### src/rtl/instruction_fetch_unit.sv
// Fetch stage: owns the fetch PC, requests from the instruction cache and feeds IF/ID.
// Optional build macro FETCH_COUNT_EN enables the fetch_count/wait_cycles statistics counters.

`ifndef INVALID_INSTRUCTION
`define INVALID_INSTRUCTION 16'h0000
`endif

// state | meaning
// FETCH | request outstanding at pc; a response is delivered (or buffered on stall)
// HOLD  | instruction parked in buf while downstream stalls; no request
// DROP  | wrong-path request at drop_addr still in flight; its response is discarded
module instruction_fetch_unit #(
  parameter logic [15:0] RESET_PC = 16'h0000,
  parameter int unsigned MAX_WAIT = 255
) (
  input  logic        clk,
  input  logic        reset_n,
  input  logic        stall,
  input  logic        redirect,
  input  logic [15:0] redirect_pc,
  output logic        i_readM,
  output logic [15:0] i_address,
  input  logic [15:0] i_data,
  input  logic        i_ready,
  output logic [15:0] pc_out,
  output logic [15:0] instruction_out,
  output logic        valid_out,
  output logic        stall_mem,
  output logic        fetch_timeout,
  output logic [15:0] fetch_count,
  output logic [15:0] wait_cycles
);

  typedef enum logic [1:0] {FETCH, HOLD, DROP} state_t;

  localparam logic [7:0] MAX_W = 8'(MAX_WAIT);

  state_t      state, state_nxt;
  logic [15:0] pc, pc_nxt;
  logic [15:0] buf_instr, buf_pc, drop_addr;
  logic        buf_load, drop_load;
  logic        read_req, out_avail;
  logic [15:0] addr, out_pc, out_instr;
  logic [7:0]  wait_cnt, wait_nxt;
  logic        timeout_q;
  logic        waiting;

  always_comb begin
    state_nxt = state;
    pc_nxt    = pc;
    buf_load  = 1'b0;
    drop_load = 1'b0;
    read_req  = 1'b0;
    addr      = pc;
    out_avail = 1'b0;
    out_pc    = pc;
    out_instr = i_data;
    case (state)
      FETCH: begin
        read_req  = 1'b1;
        out_avail = i_ready;
        if (redirect) begin
          pc_nxt = redirect_pc;
          if (!i_ready) begin
            drop_load = 1'b1;
            state_nxt = DROP;
          end
        end else if (i_ready) begin
          pc_nxt = pc + 16'd1;
          if (stall) begin
            buf_load  = 1'b1;
            state_nxt = HOLD;
          end
        end
      end
      HOLD: begin
        out_avail = 1'b1;
        out_pc    = buf_pc;
        out_instr = buf_instr;
        if (redirect) begin
          pc_nxt    = redirect_pc;
          state_nxt = FETCH;
        end else if (!stall) begin
          state_nxt = FETCH;
        end
      end
      DROP: begin
        // the in-flight request keeps its address until the cache answers
        read_req = 1'b1;
        addr     = drop_addr;
        if (redirect) pc_nxt = redirect_pc;
        if (i_ready) state_nxt = FETCH;
      end
      default: state_nxt = FETCH;
    endcase
  end

  assign i_readM         = reset_n & read_req;
  assign i_address       = addr;
  assign valid_out       = reset_n & out_avail & ~redirect;
  assign pc_out          = valid_out ? out_pc : 16'h0000;
  assign instruction_out = valid_out ? out_instr : `INVALID_INSTRUCTION;
  assign stall_mem       = i_readM & ~i_ready;

  always_ff @(posedge clk or negedge reset_n) begin
    if (!reset_n) begin
      state     <= FETCH;
      pc        <= RESET_PC;
      buf_instr <= 16'h0000;
      buf_pc    <= 16'h0000;
      drop_addr <= 16'h0000;
    end else begin
      state <= state_nxt;
      pc    <= pc_nxt;
      if (buf_load) begin
        buf_instr <= i_data;
        buf_pc    <= pc;
      end
      if (drop_load) drop_addr <= pc;
    end
  end

  assign waiting  = stall_mem;
  assign wait_nxt = !waiting ? 8'd0 : ((wait_cnt == MAX_W) ? wait_cnt : wait_cnt + 8'd1);

  // flag rises on the same edge the counter reaches MAX_WAIT
  always_ff @(posedge clk or negedge reset_n) begin
    if (!reset_n) begin
      wait_cnt  <= 8'd0;
      timeout_q <= 1'b0;
    end else begin
      wait_cnt <= wait_nxt;
      if (wait_nxt == MAX_W) timeout_q <= 1'b1;
    end
  end

  assign fetch_timeout = timeout_q;

`ifdef FETCH_COUNT_EN
  logic [15:0] fetch_cnt_q, wait_cyc_q;

  always_ff @(posedge clk or negedge reset_n) begin
    if (!reset_n) begin
      fetch_cnt_q <= 16'h0000;
      wait_cyc_q  <= 16'h0000;
    end else begin
      if (valid_out && !stall && fetch_cnt_q != 16'hFFFF) fetch_cnt_q <= fetch_cnt_q + 16'd1;
      if (stall_mem && wait_cyc_q != 16'hFFFF) wait_cyc_q <= wait_cyc_q + 16'd1;
    end
  end

  assign fetch_count = fetch_cnt_q;
  assign wait_cycles = wait_cyc_q;
`else
  assign fetch_count = 16'h0000;
  assign wait_cycles = 16'h0000;
`endif

endmodule

### config.mk
export PLATFORM = sky130hd
export DESIGN_NAME = instruction_fetch_unit
export DESIGN_NICKNAME = d
export VERILOG_FILES = /design/src/rtl/instruction_fetch_unit.sv
export SDC_FILE = /design/constraint.sdc
export NUM_CORES = 1
export LEC_CHECK = 0
export ABC_AREA = 0
export ABC_CLOCK_PERIOD_IN_PS = 4700
export CORE_ASPECT_RATIO = 1.1
export CORE_UTILIZATION = 35
export CTS_BUF_LIST = sky130_fd_sc_hd__clkbuf_8
export DETAILED_ROUTE_END_ITERATION = 16
export GPL_TIMING_DRIVEN = 0
export REMOVE_ABC_BUFFERS = 1
export SYNTH_ARGS = -nofsm -noshare
export SYNTH_HDL_FRONTEND = slang
export SYNTH_SLANG_ARGS = --single-unit
### constraint.sdc
create_clock -name clk -period 4.7 [get_ports clk]
set_clock_uncertainty 0.05 [all_clocks]
set_input_delay 0.94 -clock clk [delete_from_list [all_inputs] [get_ports clk]]
set_output_delay 0.94 -clock clk [all_outputs]
set_load 0.05 [all_outputs]
# --- Word-level counts from Yosys, hierarchy flattened ---
# Cells that the tools add are included.
op_classes:
  n_mux: 28
  n_eq_ne: 10
  add_sub_neg: 2
  n_reduce_logical: 6
  n_bitwise: 6
op_table:
  columns: ["operator", "n"]
  rows:
  - ["two-way mux 16 bit", 8]
  - ["one-hot mux 16 bit (2 select lines)", 1]
  - ["adder 16 x 1 -> 16 bit (second input constant)", 1]
  - ["== test 8 bit (second input constant)", 2]
  - ["two-way mux 8 bit", 2]
  - ["two-way mux 2 bit", 7]
  - ["inequality test 3 bit (second input constant)", 4]
  - ["adder 8 x 1 -> 8 bit (second input constant)", 1]
  - ["two-way mux 1 bit", 8]
  - ["one-hot mux 2 bit (3 select lines)", 1]
  - ["AND reduction 5 bit", 1]
  - ["bitwise AND 1 bit", 4]
  - ["OR reduction 2 bit", 2]
  - ["AND reduction 3 bit", 1]
  - ["== test 2 x 1 -> 1 bit (second input constant)", 1]
  - ["== test 2 bit (second input constant)", 1]
  - ["zero test 2 bit", 1]
  - ["inequality test 2 x 1 -> 1 bit (second input constant)", 1]
  - ["inequality test 2 bit (second input constant)", 1]
  - ["NOT 1 bit", 2]
  - ["one-hot mux 1 bit (2 select lines)", 1]
  - ["nonzero test 2 bit", 1]
word_totals:
  wordCells: 59
  register_bits: 75

# --- Depth between registers and ports, before layout ---
depth:
  ltp_word: 7
  mapped_depth: 9

# --- Worst setup path after synthesis ---
# No wires, ideal clock.
synth_path:
  kind: "input-to-output"
  from: "in redirect"
  to: "out instruction_out[0]"
  t_arrival_ps: 2592
  required_ps: 3710
  cell_stages: 5
  setup_slack_ps: 1118
  n_path_buf: 3
  cell_sequence: "clkbuf_1 > or3b_2 > clkbuf_1 > clkbuf_1 > nor2_1"
synth_between:
  elab_chain_cells: 3
synth_rtl:
  columns: ["element", "line_no", "rtl"]
  rows:
  - ["start, declared", "19", "input logic redirect,"]
  - ["NOT 1 bit", "100", "assign valid_out = reset_n & out_avail & ~redirect;"]
  - ["bitwise AND 1 bit", "100", null]
  - ["two-way mux 16 bit (no line)", null, null]
  - ["end, declared", "26", "output logic [15:0] instruction_out,"]
# Every way passes these cells.

# --- Worst setup path in the final report ---
layout_path:
  from: "in i_ready"
  to: "out pc_out[12]"
layout_between:
  elab_chain_cells: 4
layout_rtl:
  columns: ["element", "line_no", "rtl"]
  rows:
  - ["start, declared", "24", "input logic i_ready,"]
  - ["one-hot mux 1 bit (2 select lines)", "58", "case (state)"]
  - ["bitwise AND 1 bit (2 in a row)", "100", null]
  - ["two-way mux 16 bit", "101", "assign pc_out = valid_out ? out_pc : 16'h0000;"]
  - ["end, declared", "25", "output logic [15:0] pc_out,"]
# Every way passes these cells.

==> impl_results.md <==
- IO Port Bufs: 88
- Syn avg cell area: 10.1 um^2
- Flop pwr share: 32.4%
- Final net count: 554
- Worst setup SP type: input pin
- Clock Path Buffers: 2
- Main synth FF type: dfrtp_1
- Cell area power density: 654 nW/um^2
- Inserted Clock Buffers: 9
- Initial antenna violation count: 0
- Vias per inst: 5.08
- Fillers: 1170
- Fmax: 222 MHz
- H-Tree Depth: 3
- Post-synth cell types: 50
- Clock share of power: 14.1%
- Synth area leaders: dfrtp_1 (42%), mux2_2 (16%), mux2i_1 (8.0%), buf_4 (5.9%), nor2_1 (4.3%)
- Core ar.: 12200 um^2
- Cts hold-fix bufs: 0
- Grt total ovfl: 0
- Root Buffer: clkbuf_8
- IR drop worst, VDD: 312 uV
- Arr. time, crit path: 3.51 ns
- Max stage delay on crit path: 0.86 ns
- CP endpoint kind: output port
- Post-Syn Instances: 442
- Via count: 3404
- Hold Crit Class: input pin to asynchronous set/reset pin
- Drt first pass iters: 4
- CTS tree: built
- Die W: 110 um
- Critical Path RT: 3.71 ns
- Placed cells: 655
- CP Max Fanout: 33
- Starting DRC count in detailed routing: 238
- Final period utilization: 95.8%
- Crit-path most repeated cell: clkdlybuf4s50_1
- Final std cells w/o fill: 670
- Max cap viols: 0
- Syn-to-layout area delta: 24.3%
- Internal Power: 2.01 mW
- Antenna Cells: 0
- Final Slew Violations: 0
- Synth top area share: 41.9%
- Asr flop ratio synth: 100%
- Initial core utilization: 36.6%
- I/O Pins: 121
- EDFF count, synth: 0
- Die area: 13300 um^2
- Critical path class: input pin to output port
- Pleak: 2.28 nW
- Seq/Total Area, Yosys: 41.9%
- Post-DRT Antenna Nets: 0
- Cell Chain, Critical Path: clkdlybuf4s50_1 > a21oi_1 > or3b_2 > nor2_1 > clkdlybuf4s50_1
- Fin crit period: 4.50 ns
- Cell taking the most area after synthesis: dfrtp_1
- DRC errors left: 0
- PostCTS Resize Cnt: 0
- Clk Latency, worst-skew pair: 0.36 ns
- Die Height: 121 um
- Avg WL per Cell: 15.5 um
- Hpwl dp: 7160 um
- CTS clk-pin slew, worst paths: 0.08 ns
- Gpl congestion: 0.812
- Switching Fraction: 44.9%
- Worst slew margin: 22.8%
- FP Rows: 42
- First-pass GRT wire length: 16300 um
- Outcome: finished clean
- Vias in the first global route: 3288
- Worst slew pin tran: 1.15 ns
- Largest net degree at the start of global routing: 61
- Combinational fraction of design power: 53.6%
- WL final: 10400 um
- # clock sinks: 75
- Final hold violation count: 0
- GRT Total Usage: 16.1%
- CP max-delay cell: clkdlybuf4s50_1
- YS warnings: 0
- Post-CTS Setup Inserts: 0
- Post-Syn Area: 4480 um^2
- Final setup viols: 0
- Final Util: 45.5%
- Ratio of cells with drive above 1 in the final layout: 18.2%
- NetSw: 1.63 mW
- RSZ-0062 raised after global routing: no
- Seq cells post-synth: 75
[final timing paths]
| kind | to | from | slack (ns) | cells after the start |
|---|---|---|---|---|
| setup / recovery | pc_out[12] | i_ready | 0.20 | 5 |
| hold / removal | buf_instr[14] | reset_n | 0.40 | 1 |
| setup reg to reg | fetch_timeout | state[0] | 1.88 | 6 |
| hold reg to reg | fetch_timeout | fetch_timeout | 0.43 | 2 |
| max in group asynchronous | pc[9] | reset_n | 3.62 | 2 |
| min in group clk | fetch_timeout | fetch_timeout | 0.43 | 2 |
[layout make-up]
class / instances / area (um^2) / area share (%)
Multi-Input combinational cell: 326 / 2310 / 41.6
Sequential cell: 75 / 1880 / 33.7
Timing Repair Buffer: 92 / 953 / 17.1
Tap cell: 154 / 193 / 3.46
Clock buffer: 11 / 151 / 2.72
Clock inverter: 4 / 50.0 / 0.899
Inverter: 8 / 30.0 / 0.539
[Yosys cell counts (all sizes together), types with 2 or more instances]
| cell type | number |
|---|---|
| a211o | 2 |
| a211oi | 3 |
| a21oi | 16 |
| a2bb2oi | 5 |
| a311oi | 2 |
| a31oi | 4 |
| a32oi | 3 |
| and3 | 7 |
| and4 | 3 |
| buf | 42 |
| clkbuf | 22 |
| dfrtp | 75 |
| ha | 5 |
| inv | 8 |
| mux2 | 62 |
| mux2i | 36 |
| nand2 | 21 |
| nand2b | 2 |
| nand3 | 9 |
| nand3b | 2 |
| nand4 | 10 |
| nor2 | 51 |
| nor2b | 2 |
| nor3 | 5 |
| nor3b | 2 |
| o21ai | 20 |
| o22ai | 4 |
| or2 | 4 |
[stage by stage]
step	TNS [ns]	area (um^2)	power, mW	hold WS (ns)	setup WS, ns
6_report	0	5570	3.64	0.400	0.198
5_1_grt	0	5570	3.88	0.403	0.0344
4_1_cts	0	5570	3.68	0.398	0.160
3_5_place_dp	0	5370	3.16	0.421	0.176
3_3_place_gp	-97.57	5290	3.09	0.396	-2.33
2_1_floorplan	0	4210	2.57	0.400	0.591
[logic make-up (layout without fill, tap and decap cells)]
logic type	count (synthesis)	after routing	synth area share [%]
AO/OA/AOI/OAI	67	67	9.78
XOR/XNOR	1	1	0.196
adder cells (fa/ha/maj)	5	5	1.40
buffers and inverters	72	115	9.19
flip-flops	75	75	41.9
multiplexers	98	98	23.6
other	1	32	0.0837
AND/OR/NAND/NOR	123	123	13.8
[placed cells by master, fill, tap and decap left out, types with 3 or more instances in the layout]
master / netlist / layout
nor3_1: 5 / 5
or2_2: 4 / 4
clkdlybuf4s50_1: 0 / 87
a21oi_1: 16 / 16
clkbuf_8: 0 / 11
nand3_1: 8 / 7
a2bb2oi_1: 5 / 5
o22ai_1: 4 / 4
a211oi_1: 3 / 3
mux2_2: 62 / 62
a31oi_1: 4 / 4
o21ai_0: 19 / 18
nor2_1: 51 / 51
conb_1: 1 / 32
mux2i_1: 36 / 36
a32oi_1: 3 / 3
dfrtp_1: 75 / 75
nand4_1: 9 / 9
nand2_1: 20 / 20
and3_1: 7 / 7
inv_1: 8 / 8
and4_1: 3 / 3
ha_1: 5 / 4
[routing by layer]
metal,GRT usage (%),wire length [um],vias up
li1,-,-,1640
met1,20.1,4610,1641
met4,5.25,108,0
met5,0,0,-
met3,3.72,603,7
met2,27.2,5080,116
[power groups by stage]
stage	registers, mW	logic (mW)	clock network, mW
after global placement	1.16	1.93	0
after floorplan	1.11	1.46	0
after global routing	1.22	2.09	0.561
after detailed placement	1.19	1.97	0
after CTS	1.17	1.98	0.529
final	1.18	1.95	0.513
[sequential cells by signal, summed over array words and instances, names as in the netlist]
register / count
state: 2
buf_instr: 16
drop_addr: 16
pc: 16
wait_cnt: 8
buf_pc: 16
fetch_timeout: 1
[worst max-delay path, delay by kind of cell]
family,cells,cell delay (ns)
compound gates,1,0.10
buf+inv,2,1.48
simple gates,2,0.98
Power figures use the tool's default switching activity.
